**config.mk**
```make
export PLATFORM = sky130hd
export DESIGN_NAME = countdown_timer
export DESIGN_NICKNAME = d
export VERILOG_FILES = /design/src/rtl/countdown_timer.sv
export SDC_FILE = /design/constraint.sdc
export NUM_CORES = 1
export LEC_CHECK = 0
export ABC_AREA = 1
export CAP_MARGIN = 30
export CORE_MARGIN = 2
export CORE_UTILIZATION = 54
export CTS_CLUSTER_SIZE = 40
export DETAILED_ROUTE_END_ITERATION = 7
export HOLD_SLACK_MARGIN = 0.12
export PLACE_DENSITY = 0.86
export REMOVE_ABC_BUFFERS = 1
export SYNTH_ARGS = -nofsm -noshare
export SYNTH_HDL_FRONTEND = slang
export SYNTH_SLANG_ARGS = --single-unit
```
**constraint.sdc**
```tcl
create_clock -name clock -period 2.7 [get_ports clock]
set_input_delay 0.54 -clock clock [delete_from_list [all_inputs] [get_ports clock]]
set_output_delay 0.54 -clock clock [all_outputs]
set_load 0.1 [all_outputs]
```
**src/rtl/countdown_timer.sv**
```systemverilog
`default_nettype none
// ============================================================================
// Module      : countdown_timer
// Description : Four-digit BCD countdown timer. A preset is loaded, then the
//               count is decremented by one on every divided-clock tick while
//               running. The count stops at zero and expiry is flagged.
//               Digit layout matches the stopwatch: digit0..digit2 are mod-10,
//               digit3 is mod-TOP_MOD.
//
// Parameters  : TOP_MOD         modulus of digit3, legal range 2..10
//
// Ports       : clock           system clock, rising-edge active
//               reset           asynchronous, active-high reset
//               tick            one-cycle decrement enable from clock divider
//               load            capture preset into count and preset register
//               preset[15:0]    BCD preset {digit3, digit2, digit1, digit0}
//               start_stop      one-cycle pulse: run/pause toggle, expiry ack
//               count[15:0]     current BCD value, same packing as preset
//               running         high while in RUN
//               expired         high while in DONE
//               expired_pulse   one-cycle pulse after count reaches zero
//               preset_err      one-cycle pulse after a rejected load
//
// Options     : COUNTDOWN_AUTO_RELOAD_EN
//               When defined, reaching zero reloads the preset register value
//               and keeps running (DONE becomes unreachable). A zero preset
//               register falls back to the normal stop-at-zero behaviour.
//
// Revision    : 1.0  initial release
// ============================================================================
module countdown_timer #(
  parameter int TOP_MOD = 6
) (
  input  logic        clock,
  input  logic        reset,
  input  logic        tick,
  input  logic        load,
  input  logic [15:0] preset,
  input  logic        start_stop,
  output logic [15:0] count,
  output logic        running,
  output logic        expired,
  output logic        expired_pulse,
  output logic        preset_err
);

  // --------------------------------------------------------------------------
  // State encoding
  // --------------------------------------------------------------------------
  typedef enum logic [1:0] {
    S_IDLE  = 2'd0,
    S_RUN   = 2'd1,
    S_PAUSE = 2'd2,
    S_DONE  = 2'd3
  } state_t;

  // Largest legal value of the most significant digit.
  localparam logic [3:0] c_TOP_MAX = 4'(TOP_MOD - 1);
  localparam logic [3:0] c_NINE    = 4'd9;

  // --------------------------------------------------------------------------
  // Registers
  // --------------------------------------------------------------------------
  state_t      r_state;
  logic [15:0] r_count;
  logic [15:0] r_preset;
  logic        r_expired_pulse;
  logic        r_preset_err;

  // Next-state values
  state_t      w_state_nxt;
  logic [15:0] w_count_nxt;
  logic [15:0] w_preset_nxt;
  logic        w_expired_pulse_nxt;
  logic        w_preset_err_nxt;

  // --------------------------------------------------------------------------
  // Preset validation
  // --------------------------------------------------------------------------
  logic w_preset_valid;

  always_comb begin
    w_preset_valid = (preset[3:0]   <= c_NINE)    &&
                     (preset[7:4]   <= c_NINE)    &&
                     (preset[11:8]  <= c_NINE)    &&
                     (preset[15:12] <= c_TOP_MAX);
  end

  // --------------------------------------------------------------------------
  // Chained BCD subtract-one
  // Each digit borrows from the one above only when it and every digit below
  // it are zero. digit3 never wraps: the terminal-count path takes over before
  // the count could go below zero.
  // --------------------------------------------------------------------------
  logic [3:0] w_d0, w_d1, w_d2, w_d3;
  logic [3:0] w_dec0, w_dec1, w_dec2, w_dec3;
  logic       w_borrow0, w_borrow1, w_borrow2;
  logic [15:0] w_count_dec;

  always_comb begin
    w_d0 = r_count[3:0];
    w_d1 = r_count[7:4];
    w_d2 = r_count[11:8];
    w_d3 = r_count[15:12];

    w_borrow0 = (w_d0 == 4'd0);
    w_borrow1 = w_borrow0 && (w_d1 == 4'd0);
    w_borrow2 = w_borrow1 && (w_d2 == 4'd0);

    w_dec0 = w_borrow0 ? c_NINE : (w_d0 - 4'd1);

    if (!w_borrow0) begin
      w_dec1 = w_d1;
    end else if (w_d1 == 4'd0) begin
      w_dec1 = c_NINE;
    end else begin
      w_dec1 = w_d1 - 4'd1;
    end

    if (!w_borrow1) begin
      w_dec2 = w_d2;
    end else if (w_d2 == 4'd0) begin
      w_dec2 = c_NINE;
    end else begin
      w_dec2 = w_d2 - 4'd1;
    end

    w_dec3 = w_borrow2 ? (w_d3 - 4'd1) : w_d3;

    w_count_dec = {w_dec3, w_dec2, w_dec1, w_dec0};
  end

  // --------------------------------------------------------------------------
  // Terminal count detection
  // The zero case is treated as terminal too so that a RUN state holding zero
  // (not reachable in normal operation) can never underflow digit3.
  // --------------------------------------------------------------------------
  logic w_count_zero;
  logic w_terminal;

  always_comb begin
    w_count_zero = (r_count == 16'h0000);
    w_terminal   = (r_count == 16'h0001) || w_count_zero;
  end

  // Auto-reload is only honoured with a non-zero preset register; otherwise
  // expiry behaves exactly as in the default build.
  logic w_auto_reload;

`ifdef COUNTDOWN_AUTO_RELOAD_EN
  always_comb begin
    w_auto_reload = (r_preset != 16'h0000);
  end
`else
  always_comb begin
    w_auto_reload = 1'b0;
  end
`endif

  // --------------------------------------------------------------------------
  // Next-state logic
  // --------------------------------------------------------------------------
  always_comb begin
    w_state_nxt         = r_state;
    w_count_nxt         = r_count;
    w_preset_nxt        = r_preset;
    w_expired_pulse_nxt = 1'b0;
    w_preset_err_nxt    = 1'b0;

    case (r_state)
      S_RUN: begin
        // load is ignored while running, without an error pulse.
        if (tick) begin
          if (w_terminal) begin
            w_expired_pulse_nxt = 1'b1;
            if (w_auto_reload) begin
              w_count_nxt = r_preset;
              w_state_nxt = start_stop ? S_PAUSE : S_RUN;
            end else begin
              // Reaching zero wins over a simultaneous pause request.
              w_count_nxt = 16'h0000;
              w_state_nxt = S_DONE;
            end
          end else begin
            w_count_nxt = w_count_dec;
            if (start_stop) begin
              w_state_nxt = S_PAUSE;
            end
          end
        end else if (start_stop) begin
          w_state_nxt = S_PAUSE;
        end
      end

      default: begin
        // IDLE, PAUSE and DONE all accept load; load beats start_stop.
        if (load) begin
          if (w_preset_valid) begin
            w_count_nxt  = preset;
            w_preset_nxt = preset;
            w_state_nxt  = S_IDLE;
          end else begin
            w_preset_err_nxt = 1'b1;
          end
        end else if (start_stop) begin
          case (r_state)
            S_IDLE:  w_state_nxt = w_count_zero ? S_IDLE : S_RUN;
            S_PAUSE: w_state_nxt = S_RUN;
            S_DONE:  w_state_nxt = S_IDLE;
            default: w_state_nxt = r_state;
          endcase
        end
      end
    endcase
  end

  // --------------------------------------------------------------------------
  // State register
  // --------------------------------------------------------------------------
  always_ff @(posedge clock or posedge reset) begin
    if (reset) begin
      r_state         <= S_IDLE;
      r_count         <= 16'h0000;
      r_preset        <= 16'h0000;
      r_expired_pulse <= 1'b0;
      r_preset_err    <= 1'b0;
    end else begin
      r_state         <= w_state_nxt;
      r_count         <= w_count_nxt;
      r_preset        <= w_preset_nxt;
      r_expired_pulse <= w_expired_pulse_nxt;
      r_preset_err    <= w_preset_err_nxt;
    end
  end

  // --------------------------------------------------------------------------
  // Outputs
  // --------------------------------------------------------------------------
  always_comb begin
    count         = r_count;
    running       = (r_state == S_RUN);
    expired       = (r_state == S_DONE);
    expired_pulse = r_expired_pulse;
    preset_err    = r_preset_err;
  end

endmodule
`default_nettype wire

```
# Word level (Yosys, flattened, before mapping)

Cells that the tools add are included.

Reduce and logical (&&, ||, !) cells: 20
Eq/ne operators: 9
$add $sub $neg: 4
$lt $le $gt $ge: 4
Bitwise gates (word level): 0
Mux-type cells: 26
Divide/modulo/power cells: 0
$mul: 0
Shift operators: 0

Operators by type and width:

| cell                                                                             | number |
|---|---|
| 16-bit two-way mux                                                               | 5 |
| 4-bit two-way mux                                                                | 6 |
| 16-bit by 1-bit == test with 1-bit output, second input constant                 | 1 |
| 16-bit logical NOT                                                               | 1 |
| 4-bit by 1-bit subtractor with 4-bit output, second input constant               | 4 |
| 2-bit two-way mux                                                                | 7 |
| 4-bit less-or-equal comparator, second input constant                            | 3 |
| 4-bit logical NOT                                                                | 3 |
| 3-bit by 1-bit inequality test with 1-bit output, second input constant          | 4 |
| 4-bit AND reduction                                                              | 3 |
| 1-bit two-way mux                                                                | 7 |
| 2-bit one-hot mux with 3 select lines                                            | 1 |
| 3-bit AND reduction                                                              | 2 |
| 1-bit logical AND                                                                | 5 |
| 5-bit nonzero test                                                               | 1 |
| 2-bit == test, second input constant                                             | 2 |
| 4-bit by 3-bit less-or-equal comparator with 1-bit output, second input constant | 1 |
| 2-bit nonzero test                                                               | 2 |
| 3-bit nonzero test                                                               | 1 |
| 2-bit by 1-bit == test with 1-bit output, second input constant                  | 1 |
| 2-bit logical NOT                                                                | 1 |
| 2-bit inequality test, second input constant                                     | 1 |
| 1-bit logical OR                                                                 | 1 |

Register bits after elaboration: 20
Bits of input ports: 21
Bits in read-only memories: 0
Output and inout bits: 20
Word-level logic and storage cells: 70
Bits in latches: 0
Memories: 0
RAM bits: 0

# Depth between registers and ports, before layout

Depth after elaboration: 7
Depth in mapped cells: 12
Gate-level depth less buffers: 12

# Least setup slack after synthesis

Ideal clock, no wire load.

Kind: register to register
Start point: reg r_count[0] (netlist: count[0])
End point: reg r_count[4] (netlist: count[4])
Stages on the path, launching flop included: 13
Data arrival time: 2.093 ns
Required time: 2.632 ns
Clock period less this slack: 2.160 ns
Buffers on the path: 1
Library setup time: 0.068 ns
Slack: 0.540 ns
Path through: dfrtp_1 -> inv_1 -> ha_1 -> inv_1 -> nand2_1 -> nand2_2 -> nor2_4 -> nand2_4 -> buf_6 -> nand2_4 -> o21ai_1 -> nand2_1 -> nand2_1

Cells in the longest elaborated chain, start to end: 5
Elaborated cells between the ends (all ways): 9
Classes of those cells: 2 x eq/ne; 3 x mux; 4 x reduce/logical

Ends and longest elaborated chain:

| item                                                                            | line     | source |
|---|---|---|
| start, declared                                                                 | 65       | `logic [15:0] r_count;` |
| start signal, assigned                                                          | 229      | `r_count <= w_count_nxt;` |
| 16-bit by 1-bit == test with 1-bit output or 16-bit logical NOT (tied branches) | 143, 142 |  |
| 1-bit logical OR                                                                | 143      | `w_terminal = (r_count == 16'h0001) \|\| w_count_zero;` |
| 16-bit two-way mux                                                              | 174      | `if (w_terminal) begin` |
| 16-bit two-way mux                                                              | 173      | `if (tick) begin` |
| 16-bit two-way mux                                                              | 170      | `case (r_state)` |

Parallel ways exist; a longest one is shown, timed or not. The select of a mux whose other input is x is not followed.
A chain may end at the register's enable or synchronous reset.

# Final worst setup path

Start point: reg r_state[1]
End point: reg r_count[9] (netlist: count[9])

Cells in the longest elaborated chain, start to end: 3
Elaborated cells between the ends (all ways): 7
Classes of those cells: 3 x eq/ne; 1 x mux; 3 x reduce/logical

Ends and longest elaborated chain:

| item                                                                                            | line | source |
|---|---|---|
| start, declared                                                                                 | 64   | `state_t r_state;` |
| start signal, assigned                                                                          | 228  | `r_state <= w_state_nxt;` |
| 2-bit by 1-bit == test with 1-bit output *                                                      | 170  |  |
| 3-bit by 1-bit inequality test with 1-bit output (no source line), or another cell as far along | --   |  |
| 4-bit AND reduction (no source line)                                                            | --   |  |

Mark *: on every way between the ends. The rest lies on a longest branch, timed or not.

==> flow_metrics.env <==
export IMPL_yosysWarnings=0
export IMPL_vias_per_cell=5.11
export IMPL_critPathMaxStageDelay_ps=460
export IMPL_drive_gt1_share_pct=21.1
export IMPL_first_global_vias=1429
export IMPL_status="completed"
export IMPL_synth_ff_latch_count=20
export IMPL_placed_cells=314
export IMPL_dp_hpwl_um=2830
export IMPL_antenna_cells=0
export IMPL_hp_start="count[8]"
export IMPL_regArea_um2=500
export IMPL_yosys_top_cells_count="91 x nand2_1, 33 x inv_1, 20 x dfrtp_1"
export IMPL_postCtsSetupRepairBufs=0
export IMPL_fin_nets=314
export IMPL_firstDrtPassIters=4
export IMPL_vias=1624
export IMPL_maxCapViolCount=0
export IMPL_yosysMostFrequentCell="nand2_1"
export IMPL_layout_cells_non_filler=318
export IMPL_yosys_area_top_type="dfrtp_1"
export IMPL_stdcell_area_um2=2070
export IMPL_fp_dieW_um=59.9
export IMPL_yosysTopAreaCellShare_pct=29.7
export IMPL_crit_chain="nor2_4 > buf_4 > a21oi_2 > a21oi_2 > nand3_1 > nand2_1"
export IMPL_grt_setup_unrepaired="false"
export IMPL_die_area_um2=3580
export IMPL_crit_arrival_ps=2190
export IMPL_routedWlPerCell_um=12.0
export IMPL_min_period_ps=1930
export IMPL_max_clock_freq_ghz=0.518
export IMPL_worst_slew_pin_slew_ps=777
export IMPL_hold_ws_ps=521
export IMPL_drc=0
export IMPL_coreArea_um2=3000
export IMPL_worst_path_max_delay_cell="dfrtp_1"
export IMPL_synthFlopType="dfrtp_1"
export IMPL_cts_buffers=3
export IMPL_fin_crit_sh_pct=71.5
export IMPL_r2r_slack_ps=770
export IMPL_grt_max_degree=22
export IMPL_cpLargestDelayFamily="simple AND/OR/NAND/NOR gates"
export IMPL_row_count=20
export IMPL_r2r_start="r_state[1]"
export IMPL_syn_area_um2=1690
export IMPL_crit_buf_inv=1
export IMPL_antenna_found_initial=0
export IMPL_holdBufCountCts=0
export IMPL_clk_latency_ps=310
export IMPL_seq_area_frac_synth_pct=29.7
export IMPL_slew_violations=0
export IMPL_die_h_um=59.9
export IMPL_area_delta_synth_final_pct=22.6
export IMPL_crit_cells=6
export IMPL_multi_input_area_um2=975
export IMPL_dpl_cell_area_um2=2030
export IMPL_cp_max_fo=12
export IMPL_endpoint_kind="flip-flop"
export IMPL_grt_overflow=0
export IMPL_drt_iter0_markers=71
export IMPL_path_clk_slew_ps=120
export IMPL_critPathLaunchType="flip-flop"
export IMPL_pin_count=41
export IMPL_finClkSkew_ps=3.49
export IMPL_required_ps=2960
export IMPL_regToRegEndpoint="count[9]"
export IMPL_synth_avg_cell_area_um2=6.85
export IMPL_synth_cells=246
export IMPL_nFillCells=274
export IMPL_min_path_cells=2
export IMPL_initial_core_util_pct=56.1
export IMPL_io_buffers=40
export IMPL_wirelength_um=3810
export IMPL_cts_resized=0
export IMPL_cts_buffer_depth=2
export IMPL_ant_nets=0
export IMPL_relSlewSlack_pct=48.2
export IMPL_holdPathEnd="count[8]"
export IMPL_hold_class="reg2reg"
export IMPL_cts_tree="done"
export IMPL_grt_pass1_wl_um=6350
export IMPL_tns_ps=0
export IMPL_async_flop_share_pct=100
export IMPL_cp_common_cell="a21oi_2"
export IMPL_setup_violations=0
export IMPL_reg2regPathDepth=6
export IMPL_hold_viol=0
export IMPL_globalplace_congestion=0.846
export IMPL_h_tree_depth=1
export IMPL_synth_edf_count=0
export IMPL_cts_root_buf="clkbuf_4"
export IMPL_yosys_top_cells_area="dfrtp_1 30%, nand2_1 20%, inv_1 7.3%, nand3_2 6.5%, nand3_1 5.6%"
export IMPL_synthDistinctLibCells=28
export IMPL_clock_sinks=20
export IMPL_grtUsageTotal_pct=23.0
export IMPL_worstSetupPathType="reg2reg"
worst register-to-register path, stage by stage (launching register included):
cell and delay [ps]:
dfrtp_1 460, nor2_4 340, buf_4 310, a21oi_2 110, a21oi_2 420, nand3_1 160
nand2_1 90
area by class of cell:
cell class | instances | share of cell area [%]
inverter | 38 | 6.90
tap | 33 | 2.00
clock buffer | 4 | 1.76
sequential | 20 | 24.2
multi-input combinational | 182 | 47.2
timing repair buffer | 41 | 17.9
how the worst max path moves through the flow:
stage	from	slack (ps)	end
finish	r_state[1]	770	count[9]
global route	r_state[1]	640	count[9]
CTS	r_state[1]	770	count[9]
detailed placement	preset[2]	560	count[9]
global placement	preset[6]	620	count[9]
floorplan	r_state[1]	420	count[10]
registers in the layout, indices dropped and copies added, names as in the netlist:
signal,count
expired_pulse,1
count,16
preset_err,1
r_state,2
kinds of logic (layout without fill, tap and decap cells):
family                   after synthesis  count (layout)  synth area share, %
XOR/XNOR                               3               3                 1.56
buffers and inverters                 44              83                 12.5
flip-flops                            20              20                 29.7
adder cells (fa/ha/maj)                7               7                 5.20
AO/OA/AOI/OAI                         13              13                 4.97
AND/OR/NAND/NOR                      159             159                 46.1
layer usage:
metal	vias to the layer above	global-route usage, %	part of all wire, %
met5	-	0	0
met4	0	1.90	0.37
met1	745	30.0	45
li1	836	-	-
met2	41	40.5	49
met3	2	4.98	5.4
per-stage QoR:
step	setup slack, ps	utilization [%]
2_1_floorplan	417	-
3_3_place_gp	622	67.6
3_5_place_dp	558	67.6
4_1_cts	767	68.8
5_1_grt	640	68.8
6_report	768	68.8
cell usage in the layout, fill, tap and decap left out, drive strengths merged:
| master | Yosys | routed |
|---|---|---|
| nand2 | 98 | 98 |
| inv | 38 | 38 |
| nand3 | 30 | 30 |
| nor2 | 24 | 24 |
| buf | 6 | 21 |
| dfrtp | 20 | 20 |
| clkdlybuf4s50 | 0 | 20 |
| o21ai | 8 | 8 |
| ha | 7 | 7 |
| clkbuf | 0 | 4 |
| nand4 | 3 | 3 |
| xor2 | 2 | 2 |
| a21oi | 2 | 2 |
| o31ai | 2 | 2 |
| nand3b | 2 | 2 |
| or2 | 1 | 1 |
| xnor2 | 1 | 1 |
| a31oi | 1 | 1 |
| nor3 | 1 | 1 |
Power is left out: the tool's default activity adds up to more than one toggle a clock period on the data nets, which glitch-free logic cannot reach.
